===== src/rtl/modmul_by_2k_pkg.sv =====
// Shared types and default constants for the modmul_by_2k slice.
package modmul_by_2k_pkg;

  localparam int          DEFAULT_LOGQ = 64;
  localparam logic [63:0] DEFAULT_Q    = 64'd18446744069414584321;
  localparam int          DEFAULT_KW   = 6;

  typedef enum logic [1:0] {
    ST_IDLE = 2'd0,
    ST_RUN  = 2'd1,
    ST_DONE = 2'd2
  } state_t;

endpackage


===== src/rtl/modmul_by_2k_double_step.sv =====
// One combinational modular doubling: y = 2a mod q, for a < q.
module mod_double_step #(
  parameter int LOGQ = 64
) (
  input  logic [LOGQ-1:0] a,
  input  logic [LOGQ-1:0] q,
  output logic [LOGQ-1:0] y
);

  logic [LOGQ:0] dbl;
  logic [LOGQ:0] q_ext;
  logic [LOGQ:0] red;

  // One extra bit holds 2a, which can reach 2q-2.
  assign dbl   = {a, 1'b0};
  assign q_ext = {1'b0, q};
  assign red   = (dbl >= q_ext) ? (dbl - q_ext) : dbl;
  assign y     = red[LOGQ-1:0];

endmodule


===== src/rtl/modmul_by_2k.sv =====
// Iterative x*2^k mod q: one modular doubling per RUN cycle.
// Define MODMUL_BY_2K_FIXED_Q_EN to use parameter Q as the modulus instead of the q port.
module modmul_by_2k
  import modmul_by_2k_pkg::*;
#(
  parameter int              LOGQ = DEFAULT_LOGQ,
  parameter logic [LOGQ-1:0] Q    = LOGQ'(DEFAULT_Q),
  parameter int              KW   = DEFAULT_KW
) (
  input  logic            clk,
  input  logic            reset,
  input  logic            start,
  input  logic            ntt,
  input  logic [KW-1:0]   k,
  input  logic [LOGQ-1:0] x,
  input  logic [LOGQ-1:0] q,
  output logic            busy,
  output logic            done,
  output logic [LOGQ-1:0] y
);

  state_t          state_reg;
  logic [LOGQ-1:0] acc_reg;
  logic [KW-1:0]   cnt_reg;
  logic [KW-1:0]   k_eff;
  logic [LOGQ-1:0] mod_q;
  logic [LOGQ-1:0] acc_next;

`ifdef MODMUL_BY_2K_FIXED_Q_EN
  logic unused_q_port;
  assign mod_q         = Q;
  assign unused_q_port = ^q;
`else
  logic [LOGQ-1:0] q_reg;
  logic            unused_q_param;
  assign mod_q          = q_reg;
  assign unused_q_param = ^Q;
`endif

  assign k_eff = ntt ? k : '0;

  mod_double_step #(.LOGQ(LOGQ)) u_step (
    .a (acc_reg),
    .q (mod_q),
    .y (acc_next)
  );

  // IDLE and DONE accept start identically, so DONE can chain without a bubble.
  always_ff @(posedge clk or posedge reset) begin
    if (reset) begin
      state_reg <= ST_IDLE;
      busy      <= 1'b0;
      done      <= 1'b0;
      y         <= '0;
      acc_reg   <= '0;
      cnt_reg   <= '0;
`ifndef MODMUL_BY_2K_FIXED_Q_EN
      q_reg     <= '0;
`endif
    end else begin
      done <= 1'b0;
      case (state_reg)
        ST_IDLE, ST_DONE: begin
          if (start) begin
            acc_reg <= x;
`ifndef MODMUL_BY_2K_FIXED_Q_EN
            q_reg   <= q;
`endif
            if (k_eff == '0) begin
              state_reg <= ST_DONE;
              y         <= x;
              done      <= 1'b1;
              busy      <= 1'b0;
              cnt_reg   <= '0;
            end else begin
              state_reg <= ST_RUN;
              busy      <= 1'b1;
              cnt_reg   <= k_eff;
            end
          end else begin
            state_reg <= ST_IDLE;
            busy      <= 1'b0;
          end
        end
        ST_RUN: begin
          acc_reg <= acc_next;
          cnt_reg <= cnt_reg - 1'b1;
          // Last doubling lands directly in y so done coincides with valid data.
          if (cnt_reg == KW'(1)) begin
            state_reg <= ST_DONE;
            y         <= acc_next;
            done      <= 1'b1;
            busy      <= 1'b0;
          end
        end
        default: begin
          state_reg <= ST_IDLE;
          busy      <= 1'b0;
        end
      endcase
    end
  end

endmodule


===== config.mk =====
export PLATFORM = sky130hd
export DESIGN_NAME = modmul_by_2k
export DESIGN_NICKNAME = d
export VERILOG_FILES = /design/src/rtl/modmul_by_2k_pkg.sv /design/src/rtl/modmul_by_2k_double_step.sv /design/src/rtl/modmul_by_2k.sv
export SDC_FILE = /design/constraint.sdc
export NUM_CORES = 1
export LEC_CHECK = 0
export CORE_UTILIZATION = 25
export DETAILED_ROUTE_END_ITERATION = 8
export MAX_ROUTING_LAYER = met4
export SLEW_MARGIN = 40
export SYNTH_ARGS = -nofsm -noshare
export SYNTH_HDL_FRONTEND = slang
export SYNTH_HIERARCHICAL = 1
export SYNTH_SLANG_ARGS = --single-unit

===== constraint.sdc =====
create_clock -name clk -period 16.9 [get_ports clk]
set_input_delay 3.38 -clock clk [delete_from_list [all_inputs] [get_ports clk]]
set_output_delay 3.38 -clock clk [all_outputs]
set_load 0.01 [all_outputs]

**After elaboration in Yosys (flattened, before gate mapping)**

Cells that the tools add are included.

- Bits in registers: 202
- Output and inout port bits: 66
- Word-level logic and storage cells: 46

- Add/subtract/negate cells: 2
- Magnitude comparators: 1
- Equal/unequal tests: 6
- Multiplexer cells: 23
- Reductions and logical operators: 7

Operators by type and width:

| cell | count |
|---|---|
| 64-bit 2-to-1 mux | 5 |
| 64-bit case mux with 2 select lines | 2 |
| 65-bit by 64-bit greater-or-equal comparator with 1-bit output | 1 |
| 64-bit subtractor | 1 |
| 6-bit 2-to-1 mux | 3 |
| 6-bit case mux with 2 select lines | 1 |
| 6-bit by 1-bit == test with 1-bit output (second input constant) | 1 |
| 6-bit zero test | 1 |
| 1-bit 2-to-1 mux | 6 |
| 2-bit 2-to-1 mux | 3 |
| 2-bit inequality test (second input constant) | 3 |
| 6-bit by 1-bit subtractor with 6-bit output (second input constant) | 1 |
| 1-bit case mux with 2 select lines | 2 |
| 2-bit case mux with 2 select lines | 1 |
| 2-bit AND reduction | 2 |
| 4-bit AND reduction | 1 |
| 2-bit by 1-bit == test with 1-bit output (second input constant) | 1 |
| 2-bit == test (second input constant) | 1 |
| 2-bit zero test | 1 |
| 2-bit nonzero test | 1 |
| 2-bit OR reduction | 1 |

**Longest topological paths before layout**

Gate-level depths: netlist of the first run.

- Word-level depth: 5
- Mapped depth: 18
- Depth with buffers taken out: 15

**Cells and area by module**

Netlist of the first run, hierarchy kept.

By module, submodules not included:

| module | times used | cells each | area each (um^2) | sequential area each (um^2) |
|---|---|---|---|---|
| modmul_by_2k | 1 | 874 | 8685.8 | 5029.8 |
| mod_double_step | 1 | 799 | 4924.7 | 0.0 |

**Worst setup path after synthesis of the first run**

Ideal clock, no wire load.

- Path type: input to register
- Start point: in k[5]
- End point: reg y[10]
- Setup time: 0.127 ns
- Arrival time: 4.935 ns
- Required time: 16.773 ns
- Setup slack: 11.838 ns
- Stages on the path: 6
- Buffers on the path: 2
- Path through: or4_1 o31a_1 o22ai_2 buf_6 buf_8 mux2_1

- Longest elaborated chain between the ends: 4

RTL lines:

| item | RTL line | RTL |
|---|---|---|
| start: declaration | modmul_by_2k.sv:14 | `input logic [KW-1:0] k,` |
| 6-bit 2-to-1 mux | modmul_by_2k.sv:40 | `assign k_eff = ntt ? k : '0;` |
| 6-bit zero test | modmul_by_2k.sv:69 | `if (k_eff == '0) begin` |
| 2-bit inequality test (no line) | -- |  |
| 4-bit AND reduction (no line) | -- |  |
| end signal: assignment | modmul_by_2k.sv:91 | `y <= acc_next;` |
| end: declaration | modmul_by_2k.sv:19 | `output logic [LOGQ-1:0] y` |

No other way between the ends.
A chain may end at the register's enable or synchronous reset.

**Worst setup path in the final report of the first run**

- Start point: in k[5]
- End point: reg y[43]

Same word-level chain as after synthesis.

==> results of run 1 <==
==> how the worst max path moves through the flow <==
| stage | startpoint | to | depth (start not counted) |
|---|---|---|---|
| final | k[5] | y[43] | 6 |
| after global routing | k[5] | y[51] | 6 |
| after CTS | k[5] | y[43] | 6 |
| after detailed placement | k[5] | y[40] | 6 |
| after global placement | k[5] | y[40] | 6 |
| after floorplan | reset | acc_reg[0] | 1 |
==> synth_stat cells, drive strengths merged, types with 6 or more instances <==
master	count	area share (%)
buf	31	1.6
a21oi	89	3.4
ha	66	6.1
nand2b	12	0.55
nor3	13	0.51
a211oi	8	0.55
nand2	508	14
a31oi	12	0.55
nor4	8	0.37
xnor2	32	2.1
nand4	27	1.2
and3	7	0.33
nor2	36	0.99
o21bai	15	0.83
o21a	6	0.33
dfrtp	201	37
nand3	17	0.63
o21ai	172	6.4
o31ai	6	0.43
mux2i	64	4.7
clkbuf	64	1.8
inv	90	2.5
nor2b	11	0.51
xor2	28	1.8
mux2	65	5.4
a21o	40	2.2
==> per-layer routing <==
metal	vias up	GRT usage (%)	wire length, um
met5	-	-	0
met4	0	2.91	548
met3	38	2.01	1600
met2	243	24.6	19100
met1	5699	20.1	19700
li1	5965	-	-
==> metrics by stage <==
stage	worst slack [ns]	area [sq um]	hold WS, ns
2_1_floorplan	8.04	13600	0.446
5_1_grt	11.16	17100	0.499
4_1_cts	11.26	17000	0.478
3_5_place_dp	10.66	16200	0.462
3_3_place_gp	10.25	16200	0.459
6_report	11.25	17100	0.474
==> worst reg2reg max path: cells and delay by family (launching register included) <==
family / cells / cell delay [ns]
simple gates: 6 / 1.22
flops: 1 / 0.40
fa+ha+maj: 1 / 0.43
compound gates: 4 / 1.27
mux: 2 / 0.93
buf+inv: 1 / 0.30
==> layout make-up <==
type                    instances  area, sq um  share of cell area (%)
clock buffers                  33          696                    4.07
repair buffers                214         2160                    12.6
diodes                          1         2.50                  0.0147
inverters                      90          350                    2.05
clock inverters                11          169                   0.989
well taps                     696          871                    5.10
flip-flops and latches        201         5030                    29.5
multi-input cells            1287         7800                    45.7
==> cell families (layout without fill, tap and decap cells) <==
family	after synthesis	count (layout)	synth area share [%]
DFF	201	201	37.0
adders and majority gates	67	67	6.21
other	0	1	0
and+or+nand+nor	652	652	19.9
xor gates and xnor gates	60	60	3.86
buffers and inverters	185	348	5.90
AOI/OAI and AO/OA	379	379	17.1
muxes	129	129	10.1
==> run metrics, run 1 <==
Final HPWL DP=30400 um; die width=235 um; First-pass DRT Iterations=5; Synth Cell Area=13600 sq um; die area=55400 sq um; RR Endpoint=y[26]; via count=11945; post-synth cell types=72; worst skew pair latency=0.55 ns; TritonCTS Buffers=25; status=completed; vias in the first global route=11962; EDFF count, synth=0; gr usage total=15.1%; final antenna-violating net count=0; startpoint types=input pin; num rows=85; FFs w/ async S/R, synth=100%; Final setup viols=0; flop2flop setup slack=12.22 ns; Post-CTS Resized=0; CTS max path bufs=3; Post-Syn Instances=1673; Final Max Tran Viols=0; Residual DRC=0; Core Box Area=53800 sq um; register bit total from synthesis=201; Worst Path Buf+Inv=2; most frequent cells in the layout=nand2_1, clkdlybuf4s50_1, dfrtp_1, o21ai_0, inv_1; clock slew seen by the registers of the worst setup and hold paths=0.06 ns; Setup Skew=0.0299 ns; WHS Endpoint=mod_q[60]; GRT Residual Overflow=0; RSZ-0062 raised after global routing=false; Period Utilization, post-route=33.4%; Req. time, crit path=17.33 ns; layout cell share with drive strength beyond 1=4.85%; fin crit period=5.65 ns; post-CTS setup buffers=0; reg2reg path depth=14; Filler cells=5682; sequential share of the synthesized area=37.0%; starting density of the core=25.3%; CTS tree=yes; slowest stage delay, CP=0.62 ns; most common cell after layout, fill and taps aside=nand2_1; Setup Crit Path Kind=in -> reg; initial antenna violation count=2; Area Overhead vs Synth=25.5%; post-route insts no fill=2533; final WL=40900 um; initial drt markers=733; Hold Path Class=reg -> reg; crit-path cells=clkdlybuf4s50_1 > or4_1 > o31a_1 > o22ai_4 > buf_4 > mux2_2; crit path max fanout=43; Die H=235 um; cts-stage hold buffer count=0; WHS Path Cells=2; reg-to-reg startpoint=acc_reg[17]; global-route wire length before repair=66000 um; Mean Syn Cell Area=8.14 sq um; crit-path leading delay family=buffers and inverters; Mapped Nets=1878; max capacitance violation total=0; TritonCTS Sinks=201; placed cell count=2487; Final Core Density=31.7%; Vias/cell=4.72; top_reg_cell synth=dfrtp_1; Crit path arrival time=6.08 ns; Clock Tree Root=clkbuf_16; CP max-delay cell=buf_4; Hold Violations, Final=0; PortBufs=203; fmax=0.177 GHz; Setup TNS=0 ns; Least-Margin Pin Slew=0.813 ns; CP endpoint kind=flop; Synth warnings=6; Final Wtd Congestion=0.938; H-tree depth=1; min-delay src=mod_q[60]; Routed wire per std cell=16.2 um; IO Count=204; normalized max-slew margin=45.8%; Final #Nets=2024; largest net degree at the start of global routing=132
Power of run 1 is left out: the tool's default activity adds up to more than one toggle a clock period on the data nets, which glitch-free logic cannot reach.
==> run 2, diff against run 1 <==
==> constraint.sdc (replaced) <==
create_clock -name clk -period 4.75 [get_ports clk]
set_input_delay 0.95 -clock clk [delete_from_list [all_inputs] [get_ports clk]]
set_output_delay 0.95 -clock clk [all_outputs]
set_load 0.01 [all_outputs]
==> run 2 against run 1 <==
  * Sequential share of layout area fell by 0.30 points
  * Non-clock buffer count grew 6
  * Hold slack better by 0.0019 ns
  * Clock skew decreased by 0.013 ns
  * Register-to-register slack worse by 11 ns
  * Critical path depth is 9 higher
  * Critical path type is now reg -> reg
==> run metrics, run 2 (synthesis gave the netlist of run 1 again) <==
Hold Violations, Final=0; Crit path arrival time=4.40 ns; global-route wire length before repair=68200 um; TritonCTS Buffers=26; Area Overhead vs Synth=26.8%; final antenna-violating net count=0; Least-Margin Pin Slew=0.714 ns; CP max-delay cell=o211ai_1; Vias/cell=4.72; CTS tree=yes; normalized max-slew margin=52.0%; First-pass DRT Iterations=5; Final setup viols=0; slowest stage delay, CP=0.47 ns; Post-CTS Resized=0; via count=11996; initial antenna violation count=2; crit-path cells=ha_1 > nor2b_1 > o2111ai_1 > a21oi_1 > o211ai_1 > a211oi_2 > o21ai_1 > a21oi_2 > a21oi_4 > buf_8 > buf_4 > o21ai_0 > nand2_1 > nand2_1 > mux2_1; TritonCTS Sinks=201; Setup Crit Path Kind=reg -> reg; post-CTS setup buffers=0; Final #Nets=2031; Period Utilization, post-route=83.6%; fmax=0.252 GHz; IO Count=204; Setup TNS=0 ns; post-route insts no fill=2543; die width=235 um; H-tree depth=1; placed cell count=2493; Filler cells=5656; Final Max Tran Viols=0; CP endpoint kind=flop; PortBufs=203; Hold Path Class=reg -> reg; fin area=17300 sq um; Final Wtd Congestion=0.880; Die H=235 um; Final Core Density=32.1%; vias in the first global route=12167; cell mode on critical path=nand2_1; gr usage total=15.7%; Req. time, crit path=5.18 ns; Routed wire per std cell=16.7 um; Residual DRC=0; placed cell areas=16300 sq um; max capacitance violation total=0; layout cell share with drive strength beyond 1=5.42%; GRT Residual Overflow=0; status=completed; die area=55400 sq um; final WL=42600 um; most frequent cells in the layout=nand2_1, clkdlybuf4s50_1, dfrtp_1, o21ai_0, inv_1; Core Box Area=53800 sq um; startpoint types=flop; starting density of the core=25.3%; CTS max path bufs=3; initial drt markers=714; clock slew seen by the registers of the worst setup and hold paths=0.06 ns; largest net degree at the start of global routing=118; fin crit period=3.97 ns; crit path max fanout=25; RSZ-0062 raised after global routing=false; most common cell after layout, fill and taps aside=nand2_1; num rows=85; Final HPWL DP=31900 um; Setup Skew=0.0171 ns; Clock Tree Root=clkbuf_16; cts-stage hold buffer count=0; worst skew pair latency=0.55 ns
-- run 2: cell types whose count changed in the layout (fill, tap and decap cells not counted), moves of 2 or more --
cell        before  now
clkinvlp_4       1    4
clkbuf_1         4    2
clkbuf_16       25   27
buf_12           1    7
buf_6            4    1
clkbuf_8         5    8
buf_4            4    7
inv_6            2    0
-- run 2: path summary, 6_finish.rpt --
check / start / endpoint / slack, ns / depth (start not counted)
worst max-delay path: acc_reg[0] / y[23] / 0.78 / 15
worst min-delay path: mod_q[41] / mod_q[41] / 0.48 / 2
worst max register to register: acc_reg[0] / y[23] / 0.78 / 15
worst min register to register: mod_q[41] / mod_q[41] / 0.48 / 2
max in group asynchronous: reset / acc_reg[28] / 3.22 / 3
min in group asynchronous: reset / cnt_reg[1] / 0.89 / 3
-- run 2: routing by layer --
layer	vias to the layer above	wire [um]	track usage (%)	share of wire, %
li1	5980	-	-	-
met5	-	0	-	0
met4	0	581	3.03	1.4
met1	5684	20500	21.2	48
met3	42	1790	2.09	4.2
met2	290	19700	25.1	46
-- run 2: critical path, delay by kind of cell (launching register included) --
kind / cells / cell delay, ns
buffers and inverters: 2 / 0.46
AOI/OAI and AO/OA: 8 / 2.03
DFF: 1 / 0.42
and+or+nand+nor: 3 / 0.30
muxes: 1 / 0.30
adders and majority gates: 1 / 0.32
-- run 2: metrics by stage --
stage	hold WS, ns	worst slack, ns
3_5_place_dp	0.463	0.591
6_report	0.476	0.778
2_1_floorplan	0.446	1.20
4_1_cts	0.481	0.567
3_3_place_gp	0.461	0.704
5_1_grt	0.501	0.499
-- run 2: area by class of cell --
type | instances | area [sq um] | share of cell area (%)
repair buffers | 220 | 2270 | 13.1
well taps | 696 | 871 | 5.05
diodes | 2 | 5.00 | 0.0290
clock buffers | 37 | 793 | 4.60
clock inverters | 10 | 140 | 0.812
flip-flops and latches | 201 | 5030 | 29.1
inverters | 90 | 342 | 1.98
multi-input cells | 1287 | 7810 | 45.3
Power of run 2 is left out for the same reason.
==> run 3, diff against run 2 <==
==> constraint.sdc (replaced) <==
create_clock -name clk -period 3.3 [get_ports clk]
set_input_delay 0.66 -clock clk [delete_from_list [all_inputs] [get_ports clk]]
set_output_delay 0.66 -clock clk [all_outputs]
set_load 0.01 [all_outputs]
==> run 3 against run 2 <==
  * The run now ends with setup timing left
  * Register-to-register slack worse by 0.96 ns
  * Non-clock buffer count up 239
  * Die area unchanged
  * Hold slack better by 0.0015 ns
  * Flip-flop and latch count unchanged
  * Clock skew up 0.0032 ns
  * Final cell count up 9.5%
  * Critical endpoint is now y[34]
==> run metrics, run 3 (synthesis gave the netlist of run 1 again) <==
Hold Path Class=reg -> reg; PortBufs=203; Final Wtd Congestion=0.906; Hold Violations, Final=0; H-tree depth=1; Clock Tree Root=clkbuf_16; First-pass DRT Iterations=5; num rows=85; Final setup viols=68; min-delay src=mod_q[42]; flop2flop setup slack=-0.18 ns; normalized max-slew margin=55.3%; Residual DRC=0; IO Count=204; max capacitance violation total=0; CTS max path bufs=3; starting density of the core=25.3%; Routed wire per std cell=17.0 um; GRT Residual Overflow=0; most common cell after layout, fill and taps aside=nand2_1; worst skew pair latency=0.55 ns; cts-stage hold buffer count=0; die area=55400 sq um; Die H=235 um; Core Box Area=53800 sq um; WHS Endpoint=mod_q[42]; global-route wire length before repair=73000 um; Setup Skew=0.0203 ns; Least-Margin Pin Slew=0.664 ns; reg-to-reg startpoint=acc_reg[18]; vias in the first global route=13514; fin crit period=3.48 ns; Period Utilization, post-route=106%; final WL=47400 um; Vias/cell=4.75; most frequent cells in the layout=nand2_1, buf_4, clkdlybuf4s50_1, dfrtp_1, inv_1; WHS=0.478 ns; initial drt markers=676; final antenna-violating net count=0; WHS Path Cells=2; CP endpoint kind=flop; TritonCTS Sinks=201; TritonCTS Buffers=27; status=finished, violations left; reg2reg path depth=19; Final #Nets=2272; gr usage total=16.7%; placed cell count=2691; clock slew seen by the registers of the worst setup and hold paths=0.06 ns; Setup Crit Path Kind=reg -> reg; die width=235 um; initial antenna violation count=0; fmax=0.287 GHz; largest net degree at the start of global routing=91; post-route insts no fill=2784; RR Endpoint=y[34]; Req. time, crit path=3.73 ns; startpoint types=flop; layout cell share with drive strength beyond 1=24.5%; Final Max Tran Viols=0; Area Overhead vs Synth=49.9%; violations in the final reports=setup timing; CTS tree=yes; setup ws final=-0.183 ns; Final HPWL DP=34300 um; crit path max fanout=7; Crit path arrival time=3.91 ns; via count=13211; RSZ-0062 raised after global routing=true
==> run 3: changes by cell type in the layout (fill, tap and decap cells not counted), sizes merged <==
cell      previous run  this run
diode                2         1
clkinv               4         7
inv                 89        91
bufinv               3         6
clkinvlp             4         2
a21oi               89        90
clkbuf              37        38
buf                 17       251
==> run 3: metrics by stage <==
stage	TNS (ns)	utilization, %	instance area [sq um]	worst slack [ns]
floorplan	0	-	13600	0.0377
detailed placement	-24.41	33.1	17800	-0.373
global placement	-17.59	33.1	17800	-0.301
CTS	-10.03	36.3	19500	-0.253
finish	-5.63	37.9	20400	-0.183
global route	-21.75	37.9	20400	-0.344
==> run 3: what timing repair did <==
item	in CTS	in global routing
buffers inserted	19	18
pin swaps	47	84
gates cloned	6	7
resized for setup	114	214
setup endpoints to repair	127	128
==> run 3: critical path, stage by stage, from the launching register on <==
cell and delay [ns]:
dfrtp_1 0.41, ha_4 0.29, buf_6 0.09, and3_4 0.18, nand4_1 0.15, nor3_2 0.23, nand4_1 0.27, a211oi_2 0.22
buf_4 0.17, o21ai_4 0.07, a21oi_4 0.23, a21oi_4 0.10, buf_12 0.15, buf_12 0.14, buf_12 0.15, nand2_4 0.06
o21ai_2 0.04, nand2_1 0.09, nand2_1 0.07, mux2_4 0.25
==> run 3: worst max path at each step <==
| stage | start | endpoint |
|---|---|---|
| floorplan | reset | acc_reg[0] |
| global placement | acc_reg[33] | y[26] |
| detailed placement | acc_reg[35] | y[48] |
| CTS | acc_reg[18] | y[62] |
| global route | acc_reg[18] | y[61] |
| finish | acc_reg[18] | y[34] |
==> run 3: layout make-up <==
cell class                      instances  area, sq um
Clock inverter                         16          255
Multi-Input combinational cell       1288         8760
Clock buffer                           33          738
Timing Repair Buffer                  459         4410
Inverter                               90          342
Antenna cell                            1         2.50
Tap cell                              696          871
Sequential cell                       201         5030
Fill cell                            5439        33400
==> run 3: layer usage <==
metal / track usage, % / wire length [um]
met3: 1.86 / 1680
met5: - / 0
met2: 27.6 / 22700
met4: 3.41 / 1070
met1: 22.1 / 22000
Power of run 3 is left out for the same reason.
==> RTL change 1: new RTL, settings of run 3 <==
`DEFAULT_LOGQ`: 64 -> 128.
--- a/src/rtl/modmul_by_2k_pkg.sv
+++ b/src/rtl/modmul_by_2k_pkg.sv
@@ -1,7 +1,7 @@
 // Shared types and default constants for the modmul_by_2k slice.
 package modmul_by_2k_pkg;
 
-  localparam int          DEFAULT_LOGQ = 64;
+  localparam int          DEFAULT_LOGQ = 128;
   localparam logic [63:0] DEFAULT_Q    = 64'd18446744069414584321;
   localparam int          DEFAULT_KW   = 6;
 
Ports: changed (resized q, x and y); port bits go from 204 to 396. The function was not compared with the original's and may differ.
==> RTL change 1 against run 3 <==
The run still ends with setup timing left. Via count grew 120%. Synthesized cell count is 110% higher. First-iteration DRC count grew 120%. Largest cell class unchanged. Sequential cell count grew 192. Clock skew increased by 0.012 ns. Fmax is 14% lower. Cell area up 120%. Worst setup slack lost 0.57 ns. Routed wire length is 150% higher. Die area grew 110%. Critical path depth is the same. Area after synthesis increased by 110%.
Power is not shown: default switching activity piles up to over one toggle a cycle in this logic, so the estimate is an artifact.
==> RTL change 1: results (changes against run 3) <==
| Metric | Value |
|---|---|
| Vias in the first global route | 29650 (was 13510) |
| Gpl congestion | 0.9209 (was 0.9057) |
| Sequential element share of the synthesized area | 34.90% (was 36.96%) |
| Syn nets | 3920 (was 1878) |
| First-pass GRT wire length | 176.8 mm (was 72.95 mm) |
| Worst Hold Class | input pin to asynchronous set/reset pin (was register to register) |
| CP Max Fanout | 8 (was 7) |
| Routed WL | 117.4 mm (was 47.39 mm) |
| Status | finished, violations left (unchanged) |
| Synth Area in XOR/XNOR | 3.699% (was 3.861%) |
| Final WS setup | -0.7485 ns (was -0.1832 ns) |
| Synth unique cells | 85 (was 72) |
| Post-Place Cell Area | 39060 um^2 (was 17820 um^2) |
| Die width | 337.7 um (was 235.3 um) |
| Fillcell total | 11250 (was 5439) |
| Final setup vio count | 256 (was 68) |
| Initial antenna violation count | 20 (was 0) |
| Violated checks | setup timing (unchanged) |
| Sum Neg Setup Slack | -139.84 ns (was -5.632 ns) |
| Largest net degree at the start of global routing | 138 (was 91) |
| CP top delay family | compound AO/OA/AOI/OAI gates (was simple AND/OR/NAND/NOR gates) |
| Starting density of the core | 25.35% (was 25.29%) |
| Max incr delay on CP | 0.38 ns (was 0.41 ns) |
| # placed instances | 5957 (was 2691) |
| Share of layout cells above drive strength 1 | 31.63% (was 24.48%) |
RTL change 1: cell count changes after synthesis, moves of 39 or more:
| cell | change |
|---|---|
| nor2_1 | +194 |
| a21oi_1 | +232 |
| dfrtp_1 | +192 |
| inv_1 | +106 |
| mux2_4 | +100 |
| nand2_1 | +423 |
| ha_1 | +64 |
| mux2_1 | -50 |
| clkbuf_1 | +62 |
| o21ai_0 | +86 |
| o21bai_1 | +39 |
| xnor2_1 | +45 |
| nand4_1 | +54 |
| mux2i_1 | +66 |
RTL change 1: cell families after synthesis:
family,after synthesis
buffers and inverters,406
DFF,393
xor gates and xnor gates,119
and+or+nand+nor,1398
adders and majority gates,131
AOI/OAI and AO/OA,806
muxes,270
RTL change 1: worst paths after layout:
check	startpoint	endpoint	slack (ns)	cells after the start
worst min register to register	mod_q[45]	mod_q[45]	0.47	2
min in group clk	mod_q[45]	mod_q[45]	0.47	2
max in group asynchronous	reset	y[73]	1.97	4
worst min-delay path	reset	mod_q[68]	0.42	3
worst max register to register	mod_q[34]	y[77]	-0.75	19
worst max-delay path	mod_q[34]	y[77]	-0.75	19
RTL change 1: per-layer routing:
metal / GRT usage, % / share of wire, % / vias to the layer above
met2: 34.04 / 48 / 582
met3: 5.552 / 6.6 / 137
met1: 25.50 / 44 / 13750
li1: - / - / 14240
met5: - / 0 / -
met4: 4.371 / 2.1 / 0
RTL change 1: layout make-up:
cell class / count / area [um^2] / area share (%)
Tap cell: 1488 / 1862 / 4.196
Multi-Input combinational cell: 2724 / 18800 / 42.36
Timing Repair Buffer: 1243 / 11410 / 25.72
Clock inverter: 26 / 290.3 / 0.6541
Inverter: 196 / 739.5 / 1.666
Antenna cell: 21 / 52.55 / 0.1184
Clock buffer: 65 / 1388 / 3.127
Sequential cell: 393 / 9834 / 22.16
==> RTL change 2: new RTL, config.mk and constraints of run 3 <==
Made on the original files. Reset style: synchronous (`reset`), changed in one clocked block.
--- a/src/rtl/modmul_by_2k.sv
+++ b/src/rtl/modmul_by_2k.sv
@@ -46,7 +46,7 @@
   );
 
   // IDLE and DONE accept start identically, so DONE can chain without a bubble.
-  always_ff @(posedge clk or posedge reset) begin
+  always_ff @(posedge clk) begin
     if (reset) begin
       state_reg <= ST_IDLE;
       busy      <= 1'b0;
Formal check against the unedited RTL: differs if reset is asserted again (counterexample within 4 cycles, from zero or initial values and one cycle with reset high); with reset held inactive, the same outputs for 4 cycles.
==> RTL change 2 against run 3 <==
Routed wire length rose by 11%. Highest routed layer unchanged. Fmax rose by 3.3%. Count of clock-buffer cells in the layout did not move. Critical endpoint is now y[33]. Sequential cell count did not move. Area after synthesis barely moved. Final cell count rose by 2.4%. Clock skew rose by 0.0066 ns. Critical path type unchanged. The run still ends with setup timing left. Worst setup slack improved by 0.11 ns. Cell area fell by 4.0%.
==> RTL change 2: results (changes against run 3) <==
| Metric | Value |
|---|---|
| Status | finished, violations left (unchanged) |
| Violated checks | setup timing (unchanged) |
| Share of layout cells above drive strength 1 | 22.44% (was 24.48%) |
| Reg2reg path depth | 18 (was 19) |
| M1 WL | 23.58 mm (was 21.98 mm) |
| Met2 WL | 25.01 mm (was 22.66 mm) |
| Final WS setup | -0.07111 ns (was -0.1832 ns) |
| Final setup vio count | 6 (was 68) |
| GRT met2 Usage | 30.64% (was 27.55%) |
| Pre-CTS setup slack | -0.4172 ns (was -0.3725 ns) |
| Hold slack final | 0.4551 ns (was 0.4777 ns) |
| First-pass GRT wire length | 80.05 mm (was 72.95 mm) |
| Vias in the first global route | 14230 (was 13510) |
| Worst EP arrival | 3.83 ns (was 3.91 ns) |
| Vias per inst | 5.057 (was 4.745) |
| # placed instances | 2768 (was 2691) |
| RR Startpoint | mod_q[19] (was acc_reg[18]) |
| Crit-path slowest cell | dfxtp_2 (was dfrtp_1) |
| Worst-Margin Slew | 0.8280 ns (was 0.6643 ns) |
| Nets | 2340 (was 2272) |
| Metal3 WL | 2.638 mm (was 1.675 mm) |
| Final Skew | 0.02696 ns (was 0.02032 ns) |
| Dominant synthesized flop cell | dfxtp_1 (was dfrtp_1) |
| Post-cts sizing count | 91 (was 114) |
| Worst R2R End | y[33] (was y[34]) |
| Post-Syn Area per Cell | 7.308 um^2 (was 8.135 um^2) |
## RTL change 2: changes by cell type in the layout (fill, tap and decap cells not counted), sizes merged, moves of 4 or more
cell / run 3 / this run
a21oi: 90 / 218
nand2: 508 / 504
buf: 251 / 186
dfxtp: 0 / 201
mux2i: 64 / 0
a311oi: 1 / 129
clkinv: 7 / 3
o21ai: 172 / 106
dfrtp: 201 / 0
nor2: 36 / 108
mux2: 65 / 1
## RTL change 2: logic make-up after synthesis
| family | synth area share (%) |
|---|---|
| mux | 0.08279 |
| simple gates | 22.05 |
| buf+inv | 7.654 |
| flops | 29.59 |
| xor+xnor | 3.928 |
| fa+ha+maj | 6.219 |
| compound gates | 30.48 |
## RTL change 2: how the worst max path moves through the flow
stage | from | end | cells past startpoint
4_1_cts | mod_q[19] | y[62] | 14
5_1_grt | mod_q[19] | y[33] | 18
3_3_place_gp | mod_q[19] | acc_reg[22] | 14
3_5_place_dp | mod_q[19] | acc_reg[22] | 14
6_report | mod_q[19] | y[33] | 18
2_1_floorplan | mod_q[7] | y[62] | 14
## RTL change 2: worst max-delay path, delay by kind of cell (launching register included)
| kind | cells | cell delay, ns |
|---|---|---|
| adder cells (fa/ha/maj) | 1 | 0.23 |
| flip-flops | 1 | 0.33 |
| AO/OA/AOI/OAI | 9 | 1.77 |
| buffers and inverters | 6 | 0.83 |
| AND/OR/NAND/NOR | 2 | 0.13 |
## RTL change 2: layout make-up
| type | count | share of cell area (%) |
|---|---|---|
| well taps | 696 | 4.444 |
| clock buffers | 33 | 3.550 |
| inverters | 90 | 1.724 |
| clock inverters | 10 | 1.168 |
| multi-input cells | 1424 | 48.83 |
| repair buffers | 394 | 19.62 |
| flip-flops and latches | 201 | 20.61 |
| diodes | 4 | 0.05108 |
